===== src/rtl/sha256_msg_sched.sv =====
// ============================================================================
// Module   : sha256_msg_sched
// Brief    : SHA-256 message-schedule expander. It reads W[0..15] from word memory,
//            then writes W[16..63] back to memory. The optional ABORT input is
//            enabled by defining MSCHED_ABORT_EN.
// Revision : 1.0 - initial release
// ============================================================================
`default_nettype none

module sha256_msg_sched #(
  parameter int              ADDR_W    = 15,
  parameter logic [ADDR_W-1:0] BASE_ADDR = 15'h0040
) (
  input  logic              clk_i,
  input  logic              rst_n_i,
`ifdef MSCHED_ABORT_EN
  input  logic              abort_i,
`endif
  input  logic              start_i,
  input  logic [31:0]       d_read_i,
  output logic              busy_o,
  output logic              done_o,
  output logic [ADDR_W-1:0] a_o,
  output logic [31:0]       d_write_o,
  output logic              oe_o,
  output logic              we_o
);

  localparam logic [1:0] ST_IDLE   = 2'd0;
  localparam logic [1:0] ST_LOAD   = 2'd1;
  localparam logic [1:0] ST_EXPAND = 2'd2;
  localparam logic [1:0] ST_DONE   = 2'd3;

  logic [1:0]        state_q, state_d;
  logic [5:0]        idx_q, idx_d;
  logic [31:0]       win_q [16];
  logic [31:0]       win_d [16];
  logic [ADDR_W-1:0] a_q, a_d;
  logic [31:0]       d_write_q, d_write_d;
  logic              oe_q, oe_d, we_q, we_d, busy_q, busy_d, done_q, done_d;
  logic              shift_en;
  logic [31:0]       shift_word;
  logic [31:0]       w_next;

  function automatic logic [31:0] sig0(input logic [31:0] x);
    return {x[6:0], x[31:7]} ^ {x[17:0], x[31:18]} ^ (x >> 3);
  endfunction

  function automatic logic [31:0] sig1(input logic [31:0] x);
    return {x[16:0], x[31:17]} ^ {x[18:0], x[31:19]} ^ (x >> 10);
  endfunction

  always_ff @(posedge clk_i or negedge rst_n_i) begin
    if (!rst_n_i) begin
      state_q   <= ST_IDLE;
      idx_q     <= '0;
      for (int i = 0; i < 16; i++) win_q[i] <= '0;
      a_q       <= '0;
      d_write_q <= '0;
      oe_q      <= 1'b1;
      we_q      <= 1'b1;
      busy_q    <= 1'b0;
      done_q    <= 1'b0;
    end else begin
      state_q   <= state_d;
      idx_q     <= idx_d;
      win_q     <= win_d;
      a_q       <= a_d;
      d_write_q <= d_write_d;
      oe_q      <= oe_d;
      we_q      <= we_d;
      busy_q    <= busy_d;
      done_q    <= done_d;
    end
  end

  // LOAD index k runs 0..16 and hands over to EXPAND at t=16, so one counter covers both phases.
  always_comb begin
    state_d    = state_q;
    idx_d      = idx_q;
    shift_en   = 1'b0;
    shift_word = d_read_i;
    case (state_q)
      ST_IDLE: begin
        if (start_i) begin
          state_d = ST_LOAD;
          idx_d   = '0;
        end
      end
      ST_LOAD: begin
        shift_en = (idx_q != 6'd0);
        if (idx_q == 6'd16) state_d = ST_EXPAND;
        else                idx_d   = idx_q + 6'd1;
      end
      ST_EXPAND: begin
        shift_en   = 1'b1;
        shift_word = d_write_q;
        if (idx_q == 6'd63) state_d = ST_DONE;
        else                idx_d   = idx_q + 6'd1;
      end
      default: state_d = ST_IDLE;
    endcase
`ifdef MSCHED_ABORT_EN
    if (abort_i && (state_q == ST_LOAD || state_q == ST_EXPAND)) state_d = ST_IDLE;
`endif
    for (int i = 0; i < 16; i++) win_d[i] = win_q[i];
    if (shift_en) begin
      for (int i = 0; i < 15; i++) win_d[i] = win_q[i + 1];
      win_d[15] = shift_word;
    end
  end

  // win_d holds W[t-16..t-1] at the edge entering cycle t, so the registered write data is W[t].
  assign w_next = sig1(win_d[14]) + win_d[9] + sig0(win_d[1]) + win_d[0];

  always_comb begin
    a_d       = a_q;
    d_write_d = d_write_q;
    oe_d      = 1'b1;
    we_d      = 1'b1;
    busy_d    = (state_d != ST_IDLE);
    done_d    = (state_d == ST_DONE);
    case (state_d)
      ST_LOAD: begin
        a_d  = BASE_ADDR + ADDR_W'(idx_d);
        oe_d = (idx_d == 6'd16);
      end
      ST_EXPAND: begin
        a_d       = BASE_ADDR + ADDR_W'(idx_d);
        d_write_d = w_next;
        we_d      = 1'b0;
      end
      default: ;
    endcase
  end

  assign busy_o    = busy_q;
  assign done_o    = done_q;
  assign a_o       = a_q;
  assign d_write_o = d_write_q;
  assign oe_o      = oe_q;
  assign we_o      = we_q;

endmodule

`default_nettype wire

===== config.mk =====
export PLATFORM = sky130hd
export DESIGN_NAME = sha256_msg_sched
export DESIGN_NICKNAME = d
export VERILOG_FILES = /design/src/rtl/sha256_msg_sched.sv
export SDC_FILE = /design/constraint.sdc
export NUM_CORES = 1
export LEC_CHECK = 0
export ABC_AREA = 1
export BUFFER_PORTS_ARGS = -buffer_cell sky130_fd_sc_hd__buf_2
export CORE_MARGIN = 5
export CORE_UTILIZATION = 51
export CTS_CLUSTER_SIZE = 14
export DETAILED_ROUTE_END_ITERATION = 16
export PLACE_DENSITY = 0.7
export SLEW_MARGIN = 10
export SYNTH_ARGS = -nofsm -noshare
export SYNTH_HDL_FRONTEND = slang
export SYNTH_SLANG_ARGS = --single-unit

===== constraint.sdc =====
create_clock -name clk_i -period 6.3 [get_ports clk_i]
set_input_delay 0 -clock clk_i [delete_from_list [all_inputs] [get_ports clk_i]]
set_output_delay 0 -clock clk_i [all_outputs]
set_load 0.01 [all_outputs]

Word level (Yosys, flattened, before mapping)
Cells that the tools add are included.
{"block": "word_totals", "reg_bits": 571, "latch_bits": 0, "ramBits": 0, "romBits": 0, "in_bits": 35, "out_inout_bits": 51, "word_cells": 58, "memories": 0}
{"block": "op_classes", "addsub": 5, "n_mul": 0, "n_div": 0, "order_cmp": 0, "n_eq_ne": 8, "shift": 0, "muxes": 13, "bitwise_logic": 4, "n_reduce_logical": 4}
{"operator": "512-bit two-way mux", "n": 1}
{"operator": "32-bit adder", "n": 3}
{"operator": "32-bit bitwise XOR", "n": 2}
{"operator": "32-bit two-way mux", "n": 1}
{"operator": "32-bit by 22-bit bitwise XOR with 32-bit output", "n": 1}
{"operator": "32-bit by 29-bit bitwise XOR with 32-bit output", "n": 1}
{"operator": "6-bit two-way mux", "n": 3}
{"operator": "6-bit case mux with 3 select lines", "n": 1}
{"operator": "6-bit by 5-bit equality test with 1-bit output, second input constant", "n": 2}
{"operator": "7-bit by 6-bit adder with 8-bit output, first input constant", "n": 1}
{"operator": "6-bit by 1-bit adder with 6-bit output, second input constant", "n": 1}
{"operator": "2-bit equality test, second input constant", "n": 3}
{"operator": "6-bit equality test, second input constant", "n": 1}
{"operator": "2-bit two-way mux", "n": 3}
{"operator": "2-bit case mux with 3 select lines", "n": 1}
{"operator": "6-bit nonzero test", "n": 1}
{"operator": "2-bit by 1-bit equality test with 1-bit output, second input constant", "n": 2}
{"operator": "2-bit logical NOT", "n": 1}
{"operator": "1-bit two-way mux", "n": 2}
{"operator": "1-bit case mux with 2 select lines", "n": 1}
{"operator": "2-bit nonzero test", "n": 1}
{"operator": "2-bit OR reduction", "n": 1}

Logic depth before layout (Yosys ltp)
{"block": "logic_depth", "depth_word": 8, "depth_mapped": 29, "ltp_nobuf": 27}

Least setup slack after synthesis
Ideal clock, no wire load.
{"block": "synth_path", "kind": "register to register", "startpoint": "register state_q[0]", "endpoint": "register d_write_q[23] (netlist: d_write_o[23])", "setup_time_ns": 0.132, "arrival_time_ns": 4.509, "t_required_ns": 6.168, "setup_slack_ns": 1.659, "path_stages_with_launch": 25, "path_buffers": 2, "synth_period_minus_slack_ns": 4.641, "path_cell_list": "dfrtp_1 -> inv_1 -> ha_1 -> o21a_4 -> nand2_8 -> buf_6 -> buf_4 -> nand2_1 -> nand2_4 -> xor2_1 -> xor2_1 -> fa_1 -> fa_1 -> inv_1 -> ha_1 -> fa_1 -> nand2_1 -> nand2_1 -> o21ai_0 -> o21ai_1 -> nand3_1 -> nand3_1 -> or2_2 -> nand3_1 -> o21ai_0"}
{"element": "start: declaration", "line": "34", "text": "logic [1:0] state_q, state_d;"}
{"element": "start signal: assignment", "line": "65", "text": "state_q <= state_d;"}
{"element": "end signal: assignment", "line": "69", "text": "d_write_q <= d_write_d;"}
{"element": "end: declaration", "line": "39", "text": "logic [31:0] d_write_q, d_write_d;"}

==> metrics.csv <==
metric,value,unit
startpoint types,flip-flop,
Synth Register Bits,563,
Root Driver,clkbuf_16,
Critical Path End Type,flip-flop,
Layout Nets,3244,
fin area,29900,µm²
Final Max Slew Viols,0,
fmax,0.171,GHz
final setup vio count,0,
TNS Setup,0,ps
DRC,0,
Critical Path AT,6310,ps
fraction of registers with async set/reset,1.00,
Yosys cell types,46,
worst reg2reg setup slack,470,ps
Most used DFF post-synth,dfrtp_1,
total global routing overflow,0,
Synth area leader,dfrtp_1,
vias in the first global route,19400,
via count,19800,
final worst path period share,0.926,
Max Root-Sink Buffers,3,
GP Congestion,0.971,
"top cells by area, synth","dfrtp_1 (53%), nand2_1 (19%), fa_1 (4.6%)",
WL final,68100,µm
P&R area growth vs syn,11.8,%
CTS resizes,0,
Worst-Margin Slew,1060,ps
synthesized area,26700,µm²
WL/cell,17.7,µm
FF-to-FF Start,state_q[1]$_DFF_PN0_,
Rows,83,
Final Hold Vio Count,0,
Die Width,239,µm
Synth top area share,0.525,
global-route wire length before repair,109000,µm
Port Buf Inserts,77,
worst-path fanout max,65,
Starting DRT DRC Count,1730,
final worst clock skew,18.7,ps
"Min Clock Period, post-route",5830,ps
hold-fix buffers at CTS,34,
gr usage total,0.240,
Post-synth EDFFs,0,
post-route antenna net violation count,0,
core area,51600,µm²
clk_lat worst skew,630,ps
Setup Buffers After CTS,0,
die area,57100,µm²
Hold Path Class,input pin to asynchronous set/reset pin,
dpl cell area,27500,µm²
register area share after synthesis,0.527,
Die Ht,239,µm
Yosys warnings,0,
clk slew on worst S/H paths,70,ps
critical path class,flip-flop to flip-flop,
"commonest cells after routing, fill and taps aside","nand2_1 (1364), dfrtp_1 (561), inv_1 (241)",
IO Pins,86,
Worst slew margin,0.294,
Starting Density,0.518,
# H-tree levels,2,
CTS sink count,563,
dpl hpwl,48600,µm
Crit path required time,6780,ps
"commonest non-fill, non-tap cell in the layout",nand2_1,
R2R Path End,d_write_o[22]$_DFFE_PN0N_,
Max-Cap Viols,0,
status,"complete, no violations",
Worst Reg-to-Reg Cells,22,
CP Launch Point,state_q[1]$_DFF_PN0_,
initial antenna violation count,0,
setup repair after global routing missed its margin,no,
share of layout cells above drive strength 1,0.0967,
largest net degree at the start of global routing,131,
CTS tree,built,
Avg Inst Size Synth,8.82,µm²
Syn Inst Count,3029,
Initial DRT Pass Iterations,5,
TritonCTS Buffers,58,
Via density,5.17,
[layer usage]
metal,track usage,vias to the layer above,wire (µm)
li1,-,9465,-
met1,0.356,9680,30900
met2,0.370,575,31300
met3,0.0388,118,3900
met4,0.0690,0,2040
met5,0,-,0
[flip-flops by register name (all words and copies together), names as in the netlist]
signal,cells
a_o,7
done_o,1
idx_q,6
d_write_o,32
state_q,2
oe_o,1
we_o,1
busy_o,1
win_q,512
[critical path, cell delays in order, from the launching register on]
cell,delay (ps)
dfrtp_1,430
inv_1,120
ha_1,260
o21a_4,220
nand2_8,260
inv_16,340
buf_12,310
buf_4,380
nand2_1,100
o21ai_1,240
fa_1,460
inv_1,80
fa_1,410
inv_1,120
ha_1,340
a21o_1,210
a31oi_1,240
o21ai_0,180
inv_1,120
o211ai_1,200
or2_2,330
nand3_1,100
o21ai_0,110
[cell type report]
class                   count  area (µm²)
fillers                  4530       21700
flip-flops and latches    563       14100
multi-input cells        2092       10900
clock buffers              84        1700
repair buffers            145        1070
inverters                 245         936
well taps                 680         851
clock inverters            26         322
diodes                      1        2.50
[kinds of logic after synthesis]
logic type / after synthesis / share of synthesized area
DFF: 563 / 0.527
AOI/OAI and AO/OA: 292 / 0.0662
xor gates and xnor gates: 129 / 0.0426
other: 1 / 0.000140
buffers and inverters: 381 / 0.0651
and+or+nand+nor: 1559 / 0.232
adders and majority gates: 104 / 0.0661
[synth_stat cells (3+ instances only)]
master / number
dfrtp_1: 561
o21a_1: 6
o21ai_1: 21
clkbuf_1: 20
o21ai_4: 7
nand3_1: 50
nand2_2: 18
nand2_4: 20
nand3b_1: 3
xor2_1: 44
o21ai_2: 29
inv_1: 241
fa_1: 62
o211ai_1: 15
buf_6: 8
buf_4: 35
inv_2: 3
a31oi_1: 23
o21ai_0: 141
nor2_1: 71
buf_2: 71
nand4_1: 12
nor3_1: 9
a21oi_1: 39
ha_1: 42
nand2_1: 1364
or2_2: 9
xnor2_1: 84
[metrics by stage]
step           utilization  cells  hold WS, ps  setup WS (ps)
6_report             0.579   3836          103            467
5_1_grt              0.579   3835          196            178
4_1_cts              0.579   3835          160            544
3_5_place_dp         0.533   3691          221            568
3_3_place_gp         0.533   3691          213            629
2_1_floorplan            -   3036         -296           1660
[worst max-delay path by stage]
stage,end,slack (ps),cells after the start
2_1_floorplan,d_write_o[23]$_DFFE_PN0N_,1660,24
3_3_place_gp,d_write_o[22]$_DFFE_PN0N_,630,22
3_5_place_dp,d_write_o[22]$_DFFE_PN0N_,570,22
4_1_cts,d_write_o[22]$_DFFE_PN0N_,540,22
5_1_grt,d_write_o[22]$_DFFE_PN0N_,180,22
6_report,d_write_o[22]$_DFFE_PN0N_,470,22
Power is not shown: default switching activity piles up to over one toggle a cycle in this logic, so the estimate is an artifact.
